===== config.mk =====
export PLATFORM = sky130hd
export DESIGN_NAME = mux_arb_nx1
export DESIGN_NICKNAME = d
export VERILOG_FILES = /design/src/rtl/mux_arb_pkg.sv /design/src/rtl/rr_arbiter.sv /design/src/rtl/mux_arb_nx1.sv
export SDC_FILE = /design/constraint.sdc
export NUM_CORES = 1
export LEC_CHECK = 0
export BUFFER_PORTS_ARGS = -buffer_cell sky130_fd_sc_hd__buf_2
export CAP_MARGIN = 20
export CORE_ASPECT_RATIO = 0.8
export CORE_MARGIN = 2
export CORE_UTILIZATION = 35
export DETAILED_ROUTE_END_ITERATION = 12
export GPL_TIMING_DRIVEN = 0
export MAX_ROUTING_LAYER = met4
export PLACE_DENSITY_LB_ADDON = 0.1
export SYNTH_ARGS = -nofsm -noshare
export SYNTH_HDL_FRONTEND = slang
export SYNTH_SLANG_ARGS = --single-unit

===== constraint.sdc =====
create_clock -name clk -period 5.9 [get_ports clk]
set_clock_uncertainty 0.15 [all_clocks]
set_input_delay 0.295 -clock clk [delete_from_list [all_inputs] [get_ports clk]]
set_output_delay 0.295 -clock clk [all_outputs]
set_load 0.01 [all_outputs]

===== src/rtl/mux_arb_pkg.sv =====
// Shared constants for the N:1 registered mux/arbiter: mode encodings and default sizing.
package mux_arb_pkg;

    localparam int DEF_W = 32;
    localparam int DEF_N = 8;

    localparam logic MODE_SEL = 1'b0;
    localparam logic MODE_RR  = 1'b1;

endpackage


===== src/rtl/rr_arbiter.sv =====
// Combinational round-robin pick: first requesting channel after ptr, wrapping N-1 -> 0.
module rr_arbiter
    import mux_arb_pkg::*;
#(
    parameter  int N  = DEF_N,
    localparam int SW = $clog2(N)
) (
    input  logic [N-1:0]  req,
    input  logic [SW-1:0] ptr,
    output logic          gnt_vld,
    output logic [SW-1:0] gnt_idx
);

    logic [SW:0]   w_sum      [N];
    logic [SW-1:0] w_cand_idx [N];
    logic [N-1:0]  w_cand_req;

    // Candidate gi is the channel gi+1 steps past ptr, folded back into 0..N-1.
    generate
        for (genvar gi = 0; gi < N; gi++) begin : g_cand
            assign w_sum[gi]      = {1'b0, ptr} + (SW+1)'(gi + 1);
            assign w_cand_idx[gi] = (w_sum[gi] >= (SW+1)'(N)) ? SW'(w_sum[gi] - (SW+1)'(N))
                                                              : SW'(w_sum[gi]);
            assign w_cand_req[gi] = req[w_cand_idx[gi]];
        end
    endgenerate

    always_comb begin
        gnt_vld = |w_cand_req;
        gnt_idx = w_cand_idx[0];
        for (int i = N - 1; i >= 0; i--) begin
            if (w_cand_req[i]) begin
                gnt_idx = w_cand_idx[i];
            end
        end
    end

endmodule


===== src/rtl/mux_arb_nx1.sv =====
// N:1 registered mux with direct-select or round-robin arbitration and a valid/ready output stage.
// Optional transfer counter port xfer_cnt is built when MUX_ARB_XFER_CNT_EN is defined.
module mux_arb_nx1
    import mux_arb_pkg::*;
#(
    parameter  int W  = DEF_W,
    parameter  int N  = DEF_N,
    localparam int SW = $clog2(N)
) (
    input  logic            clk,
    input  logic            reset,
    input  logic [N*W-1:0]  in_data,
    input  logic [N-1:0]    in_valid,
    output logic [N-1:0]    in_ready,
    input  logic            mode,
    input  logic [SW-1:0]   sel,
    output logic [W-1:0]    out_data,
    output logic [SW-1:0]   out_chan,
    output logic            out_valid,
    input  logic            out_ready
`ifdef MUX_ARB_XFER_CNT_EN
   ,output logic [31:0]     xfer_cnt
`endif
);

    logic [W-1:0]  r_out_data;
    logic [SW-1:0] r_out_chan;
    logic          r_out_valid;
    logic [SW-1:0] r_ptr;

    logic [W-1:0]  w_ch_data [N];
    logic          w_load_en;
    logic          w_sel_in_range;
    logic          w_sel_valid;
    logic          w_rr_vld;
    logic [SW-1:0] w_rr_idx;
    logic          w_gnt_vld;
    logic [SW-1:0] w_gnt_idx;
    logic          w_xfer;

    generate
        for (genvar gi = 0; gi < N; gi++) begin : g_unpack
            assign w_ch_data[gi] = in_data[gi*W +: W];
        end
    endgenerate

    // A full register being drained this cycle may accept the next word at once.
    assign w_load_en      = !r_out_valid || out_ready;
    assign w_sel_in_range = ({1'b0, sel} < (SW+1)'(N));
    assign w_sel_valid    = |(in_valid & (N'(1) << sel));

    rr_arbiter #(
        .N (N)
    ) u_rr_arbiter (
        .req     (in_valid),
        .ptr     (r_ptr),
        .gnt_vld (w_rr_vld),
        .gnt_idx (w_rr_idx)
    );

    always_comb begin
        if (mode == MODE_RR) begin
            w_gnt_vld = w_rr_vld;
            w_gnt_idx = w_rr_idx;
        end else begin
            w_gnt_vld = w_sel_in_range && w_sel_valid;
            w_gnt_idx = sel;
        end
    end

    assign w_xfer = w_gnt_vld && w_load_en && !reset;

    generate
        for (genvar gi = 0; gi < N; gi++) begin : g_ready
            assign in_ready[gi] = w_xfer && (w_gnt_idx == SW'(gi));
        end
    endgenerate

    always_ff @(posedge clk) begin
        if (reset) begin
            r_out_data  <= '0;
            r_out_chan  <= '0;
            r_out_valid <= 1'b0;
            r_ptr       <= SW'(N - 1);
        end else if (w_xfer) begin
            r_out_data  <= w_ch_data[w_gnt_idx];
            r_out_chan  <= w_gnt_idx;
            r_out_valid <= 1'b1;
            if (mode == MODE_RR) begin
                r_ptr <= w_gnt_idx;
            end
        end else if (out_ready) begin
            r_out_valid <= 1'b0;
        end
    end

    assign out_data  = r_out_data;
    assign out_chan  = r_out_chan;
    assign out_valid = r_out_valid;

`ifdef MUX_ARB_XFER_CNT_EN
    logic [31:0] r_xfer_cnt;

    always_ff @(posedge clk) begin
        if (reset) begin
            r_xfer_cnt <= '0;
        end else if (w_xfer) begin
            r_xfer_cnt <= r_xfer_cnt + 32'd1;
        end
    end

    assign xfer_cnt = r_xfer_cnt;
`endif

endmodule

Yosys cells after proc, flatten, opt, wreduce, memory -nomap -nowiden. Index checks and enable logic that the tools add are counted.

Register bits after elaboration: 39. Bits of input ports: 271. Output and inout bits: 44. Word-level logic and storage cells: 104.

Add/sub/neg operators: 16. Magnitude comparators: 17. Equal/unequal tests: 7. Shift operators: 1. Mux-type cells: 39. Bitwise logic cells: 2. Reduce and logical (&&, ||, !) cells: 18.

Operator list (count): $bmux W32 S3 (1); $mux W32 (2); $mux W3 (17); $ge A4 B4 Y1 const B (9); $lt A3 B4 Y1 const B (8); $bmux W1 S3 (8); $sub A3 B1 Y3 const B (8); $add A3 B3 Y4 const B (4); $reduce_or A8 Y1 (2); $eq A3 B3 Y1 const B (4); $mux W1 (11); $logic_and A1 B1 Y1 (10); $add A3 B2 Y4 const B (2); $and A8 B8 Y8 (1); $shl A1 B3 Y8 const A (1); $eq A3 B2 Y1 const B (2); $add A3 B1 Y4 const B (1); $add A3 B4 Y4 const B (1); $not A3 Y4 (1); $eq A3 B1 Y1 const B (1); $logic_not A3 Y1 (1); $logic_not A1 Y1 (2); $reduce_and A2 Y1 (1); $reduce_bool A2 Y1 (1); $logic_or A1 B1 Y1 (1).

Longest topological paths before layout.
Depth in word-level cells: 18. Depth in mapped cells: 15. Mapped depth without buffers: 10.

Modules after synthesis. From an unflattened synthesis, not the netlist that was laid out.

Cell total of the unflattened synthesis: 653. Area total of the unflattened synthesis: 4450.5 µm².

Modules (own cells, without submodules): mux_arb_nx1 (times used 1, cells an instance 558, area an instance 3549.7 µm², sequential area each 780.7 µm²); rr_arbiter (times used 1, cells an instance 95, area an instance 900.9 µm², sequential area each 0.0 µm²).

Worst setup path before layout. OpenSTA, ideal clock, no wires.

Path kind: reg2out. Start point: register r_ptr[0]. End point: output port in_ready[0]. Data arrival time: 3417 ps. Required time: 5455 ps. Path slack: 2038 ps. Stages on the path, launching flop included: 14. Path buffers: 5. Path through: dfxtp_1 buf_6 clkinv_1 ha_1 buf_6 mux4_2 mux2i_4 nor4b_4 a311oi_2 buf_6 buf_6 buf_4 or2_2 nor3_1.

Longest elaborated chain between the ends: 16. Elaborated cells between the ends (all ways): 63. Classes of those cells: add/sub: 16; order compare: 8; mux: 34; reduce/logical: 5.

RTL lines: start: declaration (RTL line mux_arb_nx1.sv:29) `logic [SW-1:0] r_ptr;`; start signal: assignment (RTL line mux_arb_nx1.sv:84) `r_ptr <= SW'(N - 1);`; start signal: assignment (RTL line mux_arb_nx1.sv:90) `r_ptr <= w_gnt_idx;`; $add A3 B4 Y4 (RTL line rr_arbiter.sv:21) `assign w_sum[gi] = {1'b0, ptr} + (SW+1)'(gi + 1);`; $ge A4 B4 Y1 or $sub A3 B1 Y3 (tied branches) (RTL line rr_arbiter.sv:22) `assign w_cand_idx[gi] = (w_sum[gi] >= (SW+1)'(N)) ? SW'(w_sum[gi] - (SW+1)'(N))`; $mux W3 (RTL line rr_arbiter.sv:22); $bmux W1 S3 (RTL line rr_arbiter.sv:24) `assign w_cand_req[gi] = req[w_cand_idx[gi]];`; $mux W1 (implied by the code) (RTL line rr_arbiter.sv:24); $mux W3 (8 in a row) (RTL line rr_arbiter.sv:32) `if (w_cand_req[i]) begin`; $mux W3 (RTL line mux_arb_nx1.sv:62) `if (mode == MODE_RR) begin`; $logic_not A3 Y1 (RTL line mux_arb_nx1.sv:75) `assign in_ready[gi] = w_xfer && (w_gnt_idx == SW'(gi));`; $logic_and A1 B1 Y1 (*) (RTL line mux_arb_nx1.sv:75); end: declaration (RTL line mux_arb_nx1.sv:14) `output logic [N-1:0] in_ready,`.

Mark *: on every way between the ends. The rest lies on a longest branch, timed or not. The select of a mux whose other input is x is not followed.

Worst setup path in the final report.
Start point: register r_ptr[0]. End point: output port in_ready[3].

Longest elaborated chain between the ends: 16. Elaborated cells between the ends (all ways): 63. Classes of those cells: add/sub: 16; order compare: 8; eq/ne: 1; mux: 34; reduce/logical: 4.

RTL lines (RTL line): $add A3 B4 Y4 (rr_arbiter.sv:21); $ge A4 B4 Y1 or $sub A3 B1 Y3 (tied branches) (rr_arbiter.sv:22); $mux W3 (rr_arbiter.sv:22); $bmux W1 S3 (rr_arbiter.sv:24); $mux W1 (implied by the code) (rr_arbiter.sv:24); $mux W3 (8 in a row) (rr_arbiter.sv:32); $mux W3 (mux_arb_nx1.sv:62); $eq A3 B2 Y1 (mux_arb_nx1.sv:75); $logic_and A1 B1 Y1 (*) (mux_arb_nx1.sv:75).

Marks and branches as above.

==> parameters.txt <==
Parameter                              Value

Job
  Count of maximum capacitance violations ... 0

Worst setup path
  Cell-by-cell listing of the critical path ... buf_6 > clkinv_1 > ha_1 > buf_6 > mux4_2 > mux2i_4 > o22ai_2 > a311oi_2 > buf_6 > buf_6 > buf_4 > or2_2 > nand2_1 > nor2_1 > buf_2
  Slowest CP cell ... a311oi_2
  Startpoint of the worst-slack reg-to-reg timing path ... r_ptr[0]$_SDFFE_PP1P_
  Req. time, crit path ... ~5.5 ns
  Worst endpoint data arrival time ... ~4.5 ns
  End of the worst register-to-register path ... out_data[26]$_SDFFE_PP0P_
  Setup crit end kind ... primary output
  Buffers & Inverters on Critical Path ... 7
  R2R Setup Slk ... 0.92 ns
  Critical path fanouts, max ... 10
  Worst setup path class ... flip-flop to primary output
  Reg2Reg Depth ... 13
  Slowest cell delay on critical path ... about 0.73 ns
  Most frequent cell on the critical path ... buf_6
  Critical path startpoint category ... flip-flop
  Cell family with the largest share of critical-path delay ... buffers and inverters

STA
  Final worst path period share ... 0.844
  Count of pins over their slew limit ... 0
  FMAX ... approximately 0.20 GHz
  Setup Total Neg Slack ... 0 ns
  Relative slew margins ... 0.394
  Final-layout worst hold slack ... a little under 0.07 ns
  RSZ-0062 raised after global routing ... false
  Slew at the pin closest to its max-slew limit ... 0.903 ns
  Min Tclk post-route ... ~5 ns
  Final setup viols ... 0
  Total count of hold-check failures in the final report ... 0

Finish
  Most used cells in the layout excluding fill and tap cells ... buf_2 (335), nand2_1 (141), inv_1 (133)
  Most common cell after layout, fill and taps aside ... buf_2
  Nets@finish ... 1523
  Finished Core Util ... 0.469
  Relative area change from synthesis to final layout ... 29.9%
  Layout cells sized above 1 ... 0.338
  Count of filler cells inserted in the layout ... approximately 2100

Die
  Core box area ... about 19000 sq um
  Std cell rows ... 45
  Initial cell density of the core ... 0.361
  I/O pin count ... between 300 and 400
  Horizontal die dimension ... between 150 and 200 um
  Die span in y ... 130 um
  Die ar. ... roughly 21000 sq um

Min path
  Path class of the lowest-slack min-delay path ... input pin to flip-flop
  Launch point of the worst hold path ... reset
  End of the worst hold path ... out_valid$_SDFFE_PP0P_
  Worst hold path depth ... 2

Synth
  Number of cells produced by synthesis ... slightly above 900
  Net count after synthesis ... 1203
  Area fraction in and, or, nand and nor cells after synthesis ... 0.135
  #FFs+latches synth ... 39
  Count of flip-flops with a built-in enable after synthesis ... 0
  Cell accounting for the most synthesized area ... o311ai_0
  Synth Flop Type ... dfxtp_1
  Xor/xnor cell area share of the yosys netlist ... 0.00779
  Multiplexer fraction of the synthesized cell area ... 0.177
  Area share of fa/ha/maj cells after synthesis ... 0.00362
  Main area contributors after synthesis ... o311ai_0 (15%), o211ai_1 (14%), dfxtp_1 (11%)
  Fraction of synthesized cell area taken by the top area cell type ... 0.152
  Register area share after synthesis ... 0.113
  Asr flop ratio synth ... 0
  Mean Syn Cell Area ... around 7.4 sq um
  Dominant combinational cell family by area after synthesis ... compound AO/OA/AOI/OAI gates
  Post-synthesis cell area ... a little under 7000 sq um
  Yosys warns ... 0
  Post-synthesis compound-gate area fraction ... 0.402
  Number of distinct library cells after synthesis ... around 60

CTS
  Insertion delay of the later-clocked pin in the worst-skew pair ... between 0.2 and 0.3 ns
  CTS tree ... done
  Count of cells resized by post-cts repair ... 0
  Total CTS buffers ... 5
  Maximum root-to-sink buffer count ... 2
  Hold-fix buffers at CTS ... 0
  Root Buffer Master ... clkbuf_16
  Post-CTS setup repair buffer count ... 0
  Clock input transition at the sequential cells of the worst setup and hold paths ... ~0.060 ns
  Max H-tree Level ... 2
  Clock sink count ... 39

Drt
  TritonRoute pass-1 iters ... 5
  Number of violations reported at the end of detailed-routing iteration 0 ... 1011
  Vias ... 8997
  Routed wire length per instance ... 22.1 um
  Drt via density ... around 6
  DRC ... 0
  Number of antenna-violating nets in the routed design ... 0
  Routed Wire Length ... between 30000 and 40000 um

Power
  Power per unit of standard cell area ... between 300 and 400 nW/um^2
  Worst IR drop on VDD ... between 100 and 150 uV
  Static leakage ... 4.13 nW
  Post-route total power ... approximately 0.0031 W

GRT
  Antenna violations before repair ... 3
  Maximum number of pins on one net before global-route repair ... 13
  Total global routing overflow ... 0
  Vias in the first global route ... between 8000 and 9000
  GRT Overall Usage ... 0.314
  Global-route wire length before repair ... between 40000 and 50000 um

Outcome
  Outcome ... completed

Place
  Global placer's final weighted congestion ... roughly 0.96
  Port bufs ... ~310
  Detailed placement HPWL ... 26800 um
-- area by class of cell --
type / instances / area, sq um / share of cell area
Buffer: 112 / 607 / 0.0677
Inverter: 136 / 510 / 0.0569
Multi-Input combinational cell: 643 / 5010 / 0.558
Tap cell: 258 / 323 / 0.0360
Clock inverter: 2 / 37.5 / 0.00418
Antenna cell: 5 / 12.5 / 0.00139
Timing Repair Buffer: 313 / 1570 / 0.175
Clock buffer: 5 / 125 / 0.0139
Sequential cell: 39 / 781 / 0.0870
-- worst max-delay path by stage --
stage / from / end / slack, ns / depth (start not counted)
2_1_floorplan: r_ptr[0]$_SDFFE_PP1P_ / in_ready[0] / 2.04 / 13
3_3_place_gp: r_ptr[0]$_SDFFE_PP1P_ / out_data[26]$_SDFFE_PP0P_ / 1.05 / 13
3_5_place_dp: r_ptr[0]$_SDFFE_PP1P_ / out_data[26]$_SDFFE_PP0P_ / 1.07 / 13
4_1_cts: r_ptr[0]$_SDFFE_PP1P_ / in_ready[3] / 0.95 / 15
5_1_grt: r_ptr[0]$_SDFFE_PP1P_ / in_ready[3] / 0.69 / 15
6_report: r_ptr[0]$_SDFFE_PP1P_ / in_ready[3] / 0.92 / 15
-- synth_stat cells (3+ instances only) --
library cell	n
nand2_1	141
o221ai_2	19
nor3_1	3
o21ai_0	3
mux2_2	3
o211ai_1	130
o311ai_0	120
buf_2	22
mux2i_1	78
nor3_2	3
o221ai_1	13
inv_1	133
mux4_2	13
clkbuf_1	60
a21oi_1	9
nand3_1	35
mux4_1	3
nor2_1	15
a31oi_1	3
buf_4	16
buf_6	11
dfxtp_1	39
o311ai_1	8
-- kinds of logic after synthesis --
group | count (synthesis)
AO/OA/AOI/OAI | 327
buffers and inverters | 248
AND/OR/NAND/NOR | 211
multiplexers | 99
flip-flops | 39
XOR/XNOR | 4
adder cells (fa/ha/maj) | 2
-- routing by layer --
metal / track usage / part of all wire / vias to the layer above
li1: - / - / 4220
met5: - / 0 / -
met2: 0.464 / 0.42 / 501
met1: 0.424 / 0.44 / 4246
met3: 0.0951 / 0.12 / 30
met4: 0.0641 / 0.016 / 0
-- power breakdown --
group / internal, W / switching [W] / leakage, nW
Combinational: 0.000819 / 0.00158 / 3.73
Sequential: 0.000356 / 0.0000504 / 0.323
Clock: 0.000197 / 0.000115 / 0.0759
Total: 0.00137 / 0.00175 / 4.13
-- registers in the layout, indices dropped and copies added (netlist names) --
signal,cells
r_ptr,3
out_chan,3
out_valid,1
out_data,32
-- per-stage QoR --
step / setup WS, ns / instance area [sq um] / std cells
after detailed placement: 1.07 / 8790 / 1501
after global routing: 0.687 / 8960 / 1511
after floorplan: 2.04 / 6910 / 930
after global placement: 1.05 / 8790 / 1501
final: 0.918 / 8970 / 1513
after CTS: 0.951 / 8960 / 1508
(Power assumes the default switching activity.)
